### config.mk
export PLATFORM = sky130hd
export DESIGN_NAME = wb_port_arbiter
export DESIGN_NICKNAME = d
export VERILOG_FILES = /design/src/rtl/wb_port_arbiter_pkg.sv /design/src/rtl/md_fifo2.sv /design/src/rtl/wb_port_arbiter.sv
export SDC_FILE = /design/constraint.sdc
export NUM_CORES = 1
export LEC_CHECK = 0
export BUFFER_PORTS_ARGS = -buffer_cell sky130_fd_sc_hd__buf_2
export CELL_PAD_IN_SITES_DETAIL_PLACEMENT = 1
export CELL_PAD_IN_SITES_GLOBAL_PLACEMENT = 1
export CORE_MARGIN = 3
export CORE_UTILIZATION = 43
export DETAILED_ROUTE_END_ITERATION = 6
export GPL_ROUTABILITY_DRIVEN = 0
export PLACE_DENSITY = 0.95
export SETUP_SLACK_MARGIN = 0.05
export SLEW_MARGIN = 0
export SYNTH_ARGS = -nofsm -noshare
export SYNTH_HDL_FRONTEND = slang
export SYNTH_SLANG_ARGS = --single-unit
### constraint.sdc
create_clock -name clock -period 6.2 [get_ports clock]
set_clock_uncertainty 0.05 [all_clocks]
set_input_delay 1.24 -clock clock [delete_from_list [all_inputs] [get_ports clock]]
set_output_delay 1.24 -clock clock [all_outputs]
set_load 0.05 [all_outputs]
### src/rtl/wb_port_arbiter_pkg.sv
// Shared CPU types for the writeback port arbiter: register-file widths and
// the {valid, rd, value} write record used by both writeback and multdiv paths.
package wb_port_arbiter_pkg;

  localparam int unsigned REG_ADDR_W = 5;
  localparam int unsigned DATA_W     = 32;

  typedef struct packed {
    logic                  valid;
    logic [REG_ADDR_W-1:0] rd;
    logic [DATA_W-1:0]     value;
  } md_entry_t;

  typedef md_entry_t wb_req_t;

endpackage

### src/rtl/md_fifo2.sv
// Two-entry in-order buffer for multdiv results. Entries whose rd matches
// kill_rd are dropped; survivors are kept compacted toward slot 0 (the head).
module md_fifo2
  import wb_port_arbiter_pkg::*;
(
  input  logic                  clock,
  input  logic                  reset,
  input  logic                  enq,
  input  md_entry_t             enq_data,
  input  logic                  deq,
  input  logic                  kill_en,
  input  logic [REG_ADDR_W-1:0] kill_rd,
  output logic                  full,
  output logic                  empty,
  output md_entry_t             head
);

  md_entry_t slot_q [2];
  md_entry_t keep_c [2];
  md_entry_t slot_d [2];
  logic      wr_c;

  assign head  = slot_q[0];
  assign empty = ~slot_q[0].valid;
  assign full  = slot_q[1].valid;
  assign wr_c  = enq & ~full;

  // Drop killed/dequeued entries, compact the survivors, then append.
  always_comb begin
    for (int i = 0; i < 2; i++) begin
      keep_c[i] = slot_q[i];
      if (kill_en && (slot_q[i].rd == kill_rd)) begin
        keep_c[i].valid = 1'b0;
      end
    end
    if (deq) begin
      keep_c[0].valid = 1'b0;
    end

    slot_d[0] = '0;
    slot_d[1] = '0;
    if (keep_c[0].valid) begin
      slot_d[0] = keep_c[0];
      slot_d[1] = keep_c[1];
    end else begin
      slot_d[0] = keep_c[1];
    end

    if (wr_c) begin
      if (!slot_d[0].valid) begin
        slot_d[0] = enq_data;
      end else begin
        slot_d[1] = enq_data;
      end
    end
  end

  always_ff @(posedge clock) begin
    if (!reset) begin
      slot_q[0] <= '0;
      slot_q[1] <= '0;
    end else begin
      slot_q[0] <= slot_d[0];
      slot_q[1] <= slot_d[1];
    end
  end

endmodule

### src/rtl/wb_port_arbiter.sv
// Shares the single register-file write port between pipeline writeback and
// buffered multdiv results, with a starvation bound and WAW-safe ordering.
module wb_port_arbiter
  import wb_port_arbiter_pkg::*;
#(
  parameter int unsigned STARVE_LIMIT = 3
) (
  input  logic                  clock,
  input  logic                  reset,
  input  logic                  wb_we,
  input  logic                  wb_nop,
  input  logic [REG_ADDR_W-1:0] wb_rd,
  input  logic [DATA_W-1:0]     wb_value,
  input  logic                  md_valid,
  input  logic [REG_ADDR_W-1:0] md_rd,
  input  logic [DATA_W-1:0]     md_value,
  output logic                  md_ready,
  output logic                  stall_wb,
  output logic                  ctrl_writeEnable,
  output logic [REG_ADDR_W-1:0] ctrl_writeReg,
  output logic [DATA_W-1:0]     data_writeReg
);

  localparam int unsigned CNT_W = (STARVE_LIMIT < 4) ? 2 : $clog2(STARVE_LIMIT + 1);
  localparam logic [CNT_W-1:0] CNT_MAX = CNT_W'(STARVE_LIMIT);

  logic             fifo_full;
  logic             fifo_empty;
  md_entry_t        fifo_head;
  md_entry_t        enq_data_c;
  logic             accept_c;
  logic             enq_c;
  logic             wb_req_c;
  logic             force_c;
  logic             wb_grant_c;
  logic             md_grant_c;
  wb_req_t          write_c;
  logic [CNT_W-1:0] starve_q;

  assign wb_req_c   = wb_we & ~wb_nop & (wb_rd != '0);
  assign force_c    = ~fifo_empty & wb_req_c & (starve_q == CNT_MAX);
  assign wb_grant_c = wb_req_c & ~force_c;
  assign md_grant_c = ~fifo_empty & ~wb_grant_c;

  assign md_ready = reset & ~fifo_full;
  assign stall_wb = reset & force_c;

  // Results to x0, or to the register wb is overwriting right now, are consumed silently.
  assign accept_c   = md_valid & md_ready;
  assign enq_c      = accept_c & (md_rd != '0) & ~(wb_grant_c & (md_rd == wb_rd));
  assign enq_data_c = '{valid: 1'b1, rd: md_rd, value: md_value};

  md_fifo2 u_md_fifo2 (
    .clock    (clock),
    .reset    (reset),
    .enq      (enq_c),
    .enq_data (enq_data_c),
    .deq      (md_grant_c),
    .kill_en  (wb_grant_c),
    .kill_rd  (wb_rd),
    .full     (fifo_full),
    .empty    (fifo_empty),
    .head     (fifo_head)
  );

  always_comb begin
    write_c = '0;
    if (wb_grant_c) begin
      write_c = '{valid: 1'b1, rd: wb_rd, value: wb_value};
    end else if (md_grant_c) begin
      write_c = fifo_head;
    end
  end

  // Write port registers hold address/data between grants; counter tracks head losses.
  always_ff @(posedge clock) begin
    if (!reset) begin
      ctrl_writeEnable <= 1'b0;
      ctrl_writeReg    <= '0;
      data_writeReg    <= '0;
      starve_q         <= '0;
    end else begin
      ctrl_writeEnable <= write_c.valid;
      if (write_c.valid) begin
        ctrl_writeReg <= write_c.rd;
        data_writeReg <= write_c.value;
      end
      if (fifo_empty || md_grant_c) begin
        starve_q <= '0;
      end else if (starve_q != CNT_MAX) begin
        starve_q <= starve_q + CNT_W'(1);
      end
    end
  end

endmodule

==> Word-level counts from Yosys, hierarchy flattened <==
Memories as Yosys holds them, arrays and structs flattened.
Cells that the tools add are included.
W data, S select, Z words.
{ "totals": {"wordCells": 53, "output_inout_bits": 40, "mem_bits_rw": 76, "input_bits": 79, "regBits": 40, "memories": 1} }
{ "classes": {"n_reduce_logical": 6, "n_eq_ne": 5, "muxes": 14, "n_bitwise": 22, "n_addsub": 1} }
{ "mem_list": {"columns": ["name", "depth", "width", "read_ports", "rd_ports_with_merged_regs", "write_ports", "line_no", "source"], "rows": [
  ["u_md_fifo2.slot_q", 2, 38, 2, 0, 2, "md_fifo2.sv:18", "md_entry_t slot_q [2];"]
]} }
{ "ops": {"columns": ["cell", "count"], "rows": [
  ["$mux W38", 7],
  ["$mux W76", 1],
  ["$mux W37", 1],
  ["$eq A5 B5 Y1", 3],
  ["$and A1 B1 Y1", 13],
  ["$reduce_bool A5 Y1", 2],
  ["$not A1 Y1", 7],
  ["$mux W1", 5],
  ["$add A2 B1 Y2 const B", 1],
  ["$eq A2 B2 Y1 const B", 1],
  ["$logic_and A1 B1 Y1", 2],
  ["$ne A2 B2 Y1 const B", 1],
  ["$or A1 B1 Y1", 2],
  ["$reduce_or A2 Y1", 1],
  ["$logic_or A1 B1 Y1", 1]
]} }

==> Logic depth before layout (Yosys ltp) <==
Gate-level depths: netlist of the first run.
{ "logic_depth": {"depth_word": 14, "mapped_depth": 9, "mapped_depth_nobuf": 6} }

==> Hierarchy <==
A second synthesis of the first run with hierarchy kept.
{ "unflattened": {"hier_cells": 474, "hier_area_um2": 5107.4} }
{ "modules_own_cells": {"columns": ["mod", "seq_area_each_um2", "instances", "cells_per_inst", "area_per_inst_um2"], "rows": [
  ["md_fifo2", 1521.5, 1, 309, 3280.6],
  ["wb_port_arbiter", 800.8, 1, 165, 1826.8]
]} }

==> Worst setup path before layout of the first run <==
Ideal clock, no wire load.
{ "synth_timing": {"path_type": "input -> output", "from": "input wb_rd[0]", "to": "output stall_wb", "path_stages": 5, "path_slack_ns": 2.360, "arrival_time_ns": 2.550, "t_required_ns": 4.910, "path_buffers": 1, "path_cell_list": "clkbuf_1 nor3_2 a21oi_4 nand2_1 nor2_1"} }
{ "synth_between": {"elab_chain_cells": 5} }
{ "synth_lines": {"columns": ["item", "line_no", "source"], "rows": [
  ["start: declaration", "wb_port_arbiter.sv:12", "input logic [REG_ADDR_W-1:0] wb_rd,"],
  ["$reduce_bool A5 Y1", "wb_port_arbiter.sv:40", "assign wb_req_c = wb_we & ~wb_nop & (wb_rd != '0);"],
  ["$and A1 B1 Y1", "wb_port_arbiter.sv:40", null],
  ["$and A1 B1 Y1 (2 in a row)", "wb_port_arbiter.sv:41", "assign force_c = ~fifo_empty & wb_req_c & (starve_q == CNT_MAX);"],
  ["$and A1 B1 Y1", "wb_port_arbiter.sv:46", "assign stall_wb = reset & force_c;"],
  ["end: declaration", "wb_port_arbiter.sv:18", "output logic stall_wb,"]
]} }
Every way passes these cells.

==> Final worst setup path of the first run <==
{ "layout_timing": {"from": "input reset", "to": "output md_ready"} }
{ "layout_between": {"elab_chain_cells": 1} }
{ "layout_lines": {"columns": ["item", "line_no", "source"], "rows": [
  ["start: declaration", "wb_port_arbiter.sv:9", "input logic reset,"],
  ["$and A1 B1 Y1", "wb_port_arbiter.sv:45", "assign md_ready = reset & ~fifo_full;"],
  ["end: declaration", "wb_port_arbiter.sv:17", "output logic md_ready,"]
]} }
Every way passes these cells.

==> out/metrics.csv, run 1 <==
stage,metric,value,unit
run_status,status,finished clean,
layout,utilization,56.0,%
route,drc,0,
sta,period_share,61.2,%
route,routedWlPerCell,23.9,um
setup_path,r2r_start,u_md_fifo2.slot_q[0][34]$_SDFF_PN0_,
floorplan,core-area,0.0104,sq mm
placed_design,place_inst,687,
cts,clk_pin_slew_worst_paths,0.05,ns
sta,hold_viol,0,
setup_path,worst_ep_arrival_time,2.51,ns
global_route,grt_pass1_wl,26.4,mm
layout,nets,650,
placed_design,io_buffers,118,
floorplan,fp.dieW,110,um
cts,clock_sinks,116,
cts,cts_setup_buffers,0,
setup_path,end_kind,primary output,
setup_path,critical_path.n_buffers_inverters,3,
power_and_ir_drop,internal-power,1.43,mW
cts,hold_buffers,0,
run,drv_cap,0,
cts,cts_inserted_buffers,17,
power_and_ir_drop,p_sw,498,uW
layout,antenna-diode-count,0,
yosys,synth_top_area_cell,dfxtp_1,
yosys,synth_area_leaders,"dfxtp_1, a21oi_1, mux2i_1, a22o_1, a32oi_1",
layout,layout_commonest_cell,buf_2,
yosys,ys_seq_elements,116,
yosys,synth_seq_area_share,49.8,%
route,avgViaCountPerCell,6.15,
setup_path,crit_top_cell,buf_2,
sta,tightest_slew,1.03,ns
power_and_ir_drop,cellLeakagePower,2.60,nW
yosys,synth_nets,553,
setup_path,worstSetupStartpointType,input pin,
placed_design,place_hpwl,9.95,mm
setup_path,critPathMaxStageDelay,0.55,ns
power_and_ir_drop,peakVddDrop,0.195,mV
setup_path,slowest_stage,buf_2,
cts,h-tree-depth,4,
sta,maxSlewViolCount,0,
setup_path,crit_family,buffers and inverters,
cts,tritoncts,done,
power_and_ir_drop,seq_power_share,40.9,%
yosys,syn_avg_cell_area,9.85,sq um
cts,ctsResizeCount,0,
sta,period_minus_slack,3.80,ns
setup_path,cp_max_fo,41,
floorplan,num_rows,37,
sta,rsz0062_at_grt,no,
floorplan,die_h,110,um
cts,cts_max_path_buffers,2,
yosys,synth_top_area_share,49.8,%
global_route,grt.total_usage,29.3,%
layout,final_cell_mix,"buf_2, dfxtp_1, a21oi_1, nand2_1",
placed_design,dpl_cell_area,0.00527,sq mm
power_and_ir_drop,clock_power_share,48.7,%
sta,relSlewSlack,31.2,%
route,vias,4418,
floorplan,die-area,0.0121,sq mm
hold_path,worstHoldStart,starve_q[0]$_SDFFE_PP0P_,
global_route,grt-ovfl-total,0,
setup_path,crit_path_start,reset,
global_route,antenna_found_initial,0,
setup_path,path_class,input pin to primary output,
route,antenna_left,0,
global_route,grt_max_degree,59,
yosys,syn_inst,473,
sta,max_freq,263,MHz
cts,clk_latency,0.53,ns
setup_path,crit_chain,"buf_2, inv_1, nor2_1, buf_2",
yosys,ys_warn_count,0,
sta,setup_viol_count_final,0,
setup_path,crit_required,4.91,ns
route,drt_iter0_drc,376,
power_and_ir_drop,p_comb_share,10.3,%
layout,syn_to_final_growth,25.3,%
route,wl,17.1,mm
power_and_ir_drop,p_per_area,331,mW/mm^2
power_and_ir_drop,power.share.switching,25.8,%
layout,fin_area,0.00584,sq mm
layout,drive_gt1_share,27.8,%
yosys,synth_cell_types,36,
floorplan,initial_core_util,44.7,%
yosys,synth_area,0.00466,sq mm
hold_path,hp-class,register to register,
floorplan,ios,119,
layout,instances_no_fill,718,
global_route,grt_pass1_vias,4731,
sta,tns,0,ns
cts,cts.root.buffer_cell,clkbuf_8,
route,drt-pass1-iter-count,5,
stage by stage:
stage	setup slack (ns)	hold WS [ns]	power, mW
6_report	2.40	0.403	1.93
5_1_grt	2.29	0.434	1.99
4_1_cts	2.47	0.399	1.93
3_5_place_dp	2.33	0.391	0.995
3_3_place_gp	2.52	0.362	0.984
2_1_floorplan	2.36	0.354	0.923
routing by layer:
layer  vias up  share of wire, %  global-route usage, %
li1       1956                 -                      -
met1      2174                39                   34.1
met2       227                51                   50.0
met3        61               6.0                   8.21
met4         0               3.6                   13.0
met5         -                 0                      0
state kept, by name, summed over array words and instances (netlist names):
name,cells
ctrl_writeReg,5
data_writeReg,32
u_md_fifo2.slot_q,76
ctrl_writeEnable,1
starve_q,2
synth_stat cells:
library cell / count
mux2i_1: 37
a21oi_1: 75
nor2_1: 8
a22o_1: 37
buf_4: 2
ha_1: 1
or4_4: 1
o21a_1: 1
buf_1: 3
nand4b_1: 1
a21oi_4: 1
nand2_1: 41
nor3_1: 2
o21ai_0: 36
buf_2: 14
nor2b_1: 1
a31oi_1: 1
o211ai_2: 2
nor3b_4: 1
and4_1: 1
a41o_1: 1
clkbuf_1: 25
xor2_1: 10
nand3_1: 1
nor3b_1: 1
nand2b_1: 1
o21ai_1: 1
and2_1: 1
a32oi_1: 37
inv_1: 2
nand4_4: 1
nor3_2: 1
nand2b_4: 1
buf_6: 3
xnor2_1: 5
dfxtp_1: 116
path summary, 6_finish.rpt:
path                                         to  slack [ns]  cells past startpoint
min reg2reg            starve_q[0]$_SDFFE_PP0P_        0.40                      1
min                    starve_q[0]$_SDFFE_PP0P_        0.40                      1
max                                    md_ready        2.40                      4
max reg2reg  u_md_fifo2.slot_q[0][7]$_SDFF_PN0_        3.04                      7
cell type report:
type | count | area (sq um)
fillers | 1186 | 4580
multi-input cells | 308 | 2130
flip-flops and latches | 116 | 2320
clock buffers | 28 | 526
repair buffers | 125 | 643
inverters | 2 | 7.51
clock inverters | 3 | 40.0
well taps | 136 | 170
cell families (layout without fill, tap and decap cells):
group,count (synthesis),in the layout,synth area share [%]
muxes,37,37,7.95
xor gates and xnor gates,15,15,2.82
DFF,116,116,49.8
AOI/OAI and AO/OA,192,192,27.3
buffers and inverters,49,158,4.97
and+or+nand+nor,63,63,6.82
adders and majority gates,1,1,0.268
power by group through the flow:
stage                     Sequential [mW]  Combinational (mW)  Clock [mW]
after CTS                           0.790               0.198       0.944
after global placement              0.803               0.182           0
final                               0.791               0.200       0.941
after floorplan                     0.842              0.0812           0
after detailed placement            0.804               0.191           0
after global routing                0.793               0.212       0.984
No activity file was read; power rests on OpenSTA's default activity.
==> inputs of run 2 (changes only) <==
CORE_UTILIZATION = 40   (was 43)
PLACE_DENSITY = 0.89   (was 0.95)
clock period = 3.8 ns   (was 6.2 ns; I/O delays follow)
==> run 2 against run 1 <==
Net effect: largest power group unchanged; routed wire length is 14% lower; critical path depth is 2 higher; total power is 71% higher; core utilization is 2.6 points lower; combinational power is 60% higher; global-route usage is 5.9 points lower; sequential share of layout area is 0.70 points lower; sequential power is 62% higher; die area is 7.1% higher; first-iteration DRC count is 50% lower.
==> out/metrics.csv, run 2 (synthesized netlist as in run 1, its figures left out) <==
stage,metric,value,unit,change
sta,maxSlewViolCount,0,,unchanged
sta,tns,0,ns,unchanged
layout,largest_register,u_md_fifo2.slot_q,,
global_route,grt_pass1_wl,23.5,mm,-11%
setup_path,path_class,input pin to primary output,,
run,drv_cap,0,,unchanged
layout,drive_gt1_share,28.7,%,+0.91 points
global_route,grt-ovfl-total,0,,unchanged
cts,cts_setup_buffers,0,,unchanged
sta,rsz0062_at_grt,no,,
sta,tightest_slew,1.01,ns,-0.0141 ns
placed_design,io_buffers,118,,unchanged
route,wl,14.7,mm,-14%
cts,hold_buffers,0,,unchanged
run_status,status,finished clean,,
setup_path,crit_path_start,wb_rd[4],,
route,antenna_left,0,,unchanged
route,drt_iter0_drc,187,,-50%
hold_path,hp-class,register to register,,
global_route,grt_max_degree,41,,-31%
route,drt-pass1-iter-count,4,,-1
cts,cts.root.buffer_cell,clkbuf_16,,
floorplan,die_h,114,um,+3.5%
power_and_ir_drop,cellLeakagePower,2.64,nW,+1.8%
cts,clk_pin_slew_worst_paths,0.05,ns,about the same
setup_path,crit_required,2.99,ns,-1.92 ns
sta,period_share,71.5,%,
sta,max_freq,368,MHz,
global_route,grt_pass1_vias,4545,,-3.9%
power_and_ir_drop,p_per_area,555,mW/mm^2,+68%
layout,nets,655,,+0.77%
layout,syn_to_final_growth,27.6,%,
cts,ctsResizeCount,0,,unchanged
sta,hold_viol,0,,unchanged
layout,reg_top3,"u_md_fifo2.slot_q: 76 flops, data_writeReg: 32 flops, ctrl_writeReg: 5 flops",,
sta,relSlewSlack,32.2,%,+0.94 points
route,avgViaCountPerCell,5.73,,-6.9%
route,drc,0,,unchanged
placed_design,place_hpwl,9.51,mm,-4.4%
floorplan,initial_core_util,41.9,%,-2.9 points
floorplan,die-area,0.0130,sq mm,+7.1%
floorplan,num_rows,38,,+2.7%
setup_path,end_kind,primary output,,
cts,h-tree-depth,4,,unchanged
power_and_ir_drop,power,3.30,mW,+71%
setup_path,worst_ep_arrival_time,1.91,ns,-0.60 ns
layout,instances_no_fill,728,,+1.4%
hold_path,min_path_cells,1,,unchanged
floorplan,core-area,0.0111,sq mm,+6.8%
setup_path,rr_worst_depth,7,,unchanged
route,vias,4172,,-5.6%
global_route,grt.total_usage,23.3,%,-5.9 points
floorplan,ios,119,,unchanged
cts,cts_inserted_buffers,17,,unchanged
layout,fill_cells,1295,,+9.2%
cts,tritoncts,done,,
cts,cts_max_path_buffers,2,,unchanged
power_and_ir_drop,peakVddDrop,0.294,mV,+51%
route,routedWlPerCell,20.2,um,-15%
hold_path,worstHoldStart,starve_q[0]$_SDFFE_PP0P_,,
layout,layout_commonest_cell,buf_2,,
floorplan,fp.dieW,114,um,+3.5%
layout,largest_reg_flops,76,,unchanged
cts,clk_latency,0.41,ns,-0.12 ns
layout,final_cell_mix,"buf_2, dfxtp_1, a21oi_1, nand2_1",,
placed_design,place_inst,696,,+1.3%
setup_path,cp_max_fo,8,,-80%
sta,period_minus_slack,2.72,ns,
setup_path,r2r_start,u_md_fifo2.slot_q[0][32]$_SDFF_PN0_,,
layout,antenna-diode-count,0,,unchanged
cts,clock_sinks,116,,unchanged
global_route,antenna_found_initial,0,,unchanged
sta,setup_viol_count_final,0,,unchanged
setup_path,worstSetupStartpointType,input pin,,
## run 2: area by class of cell
class,count,area (sq um),area share [%]
sequential,116,2320,39.1
multi-input combinational,308,2130,35.8
timing repair buffer,130,681,11.5
clock buffer,23,478,8.04
tap,140,175,2.95
clock inverter,9,150,2.53
inverter,2,7.51,0.126
## run 2: power by group
| part | switching, mW | internal (mW) | leakage [nW] |
|---|---|---|---|
| logic | 0.223 | 0.0965 | 1.39 |
| clock network | 0.550 | 1.15 | 0.303 |
| registers | 0.0244 | 1.26 | 0.944 |
## run 2: metrics by stage
stage	hold WS, ns	cell area, sq um	worst slack, ns	util, %
floorplan	0.354	4660	0.920	-
global placement	0.363	5320	1.07	47.8
detailed placement	0.372	5320	0.956	47.8
CTS	0.378	5940	1.09	53.4
global route	0.392	5940	0.958	53.4
finish	0.384	5940	1.08	53.4
## run 2: critical path: stages
cell	delay [ns]
buf_2	0.17
nor3_2	0.09
a21oi_4	0.35
nand2_1	0.14
nor2_1	0.12
buf_2	0.28
## run 2: path summary, 6_finish.rpt
check,slack (ns),endpoint
max,1.08,stall_wb
min,0.38,starve_q[0]$_SDFFE_PP0P_
max reg2reg,1.58,u_md_fifo2.slot_q[0][6]$_SDFF_PN0_
min reg2reg,0.38,starve_q[0]$_SDFFE_PP0P_
## run 2: layer usage
metal	vias up	GRT usage (%)	share of wire, %
li1	1961	-	-
met1	2064	25.7	40
met2	126	42.4	53
met3	21	6.21	4.8
met4	0	9.26	1.8
met5	-	0	0
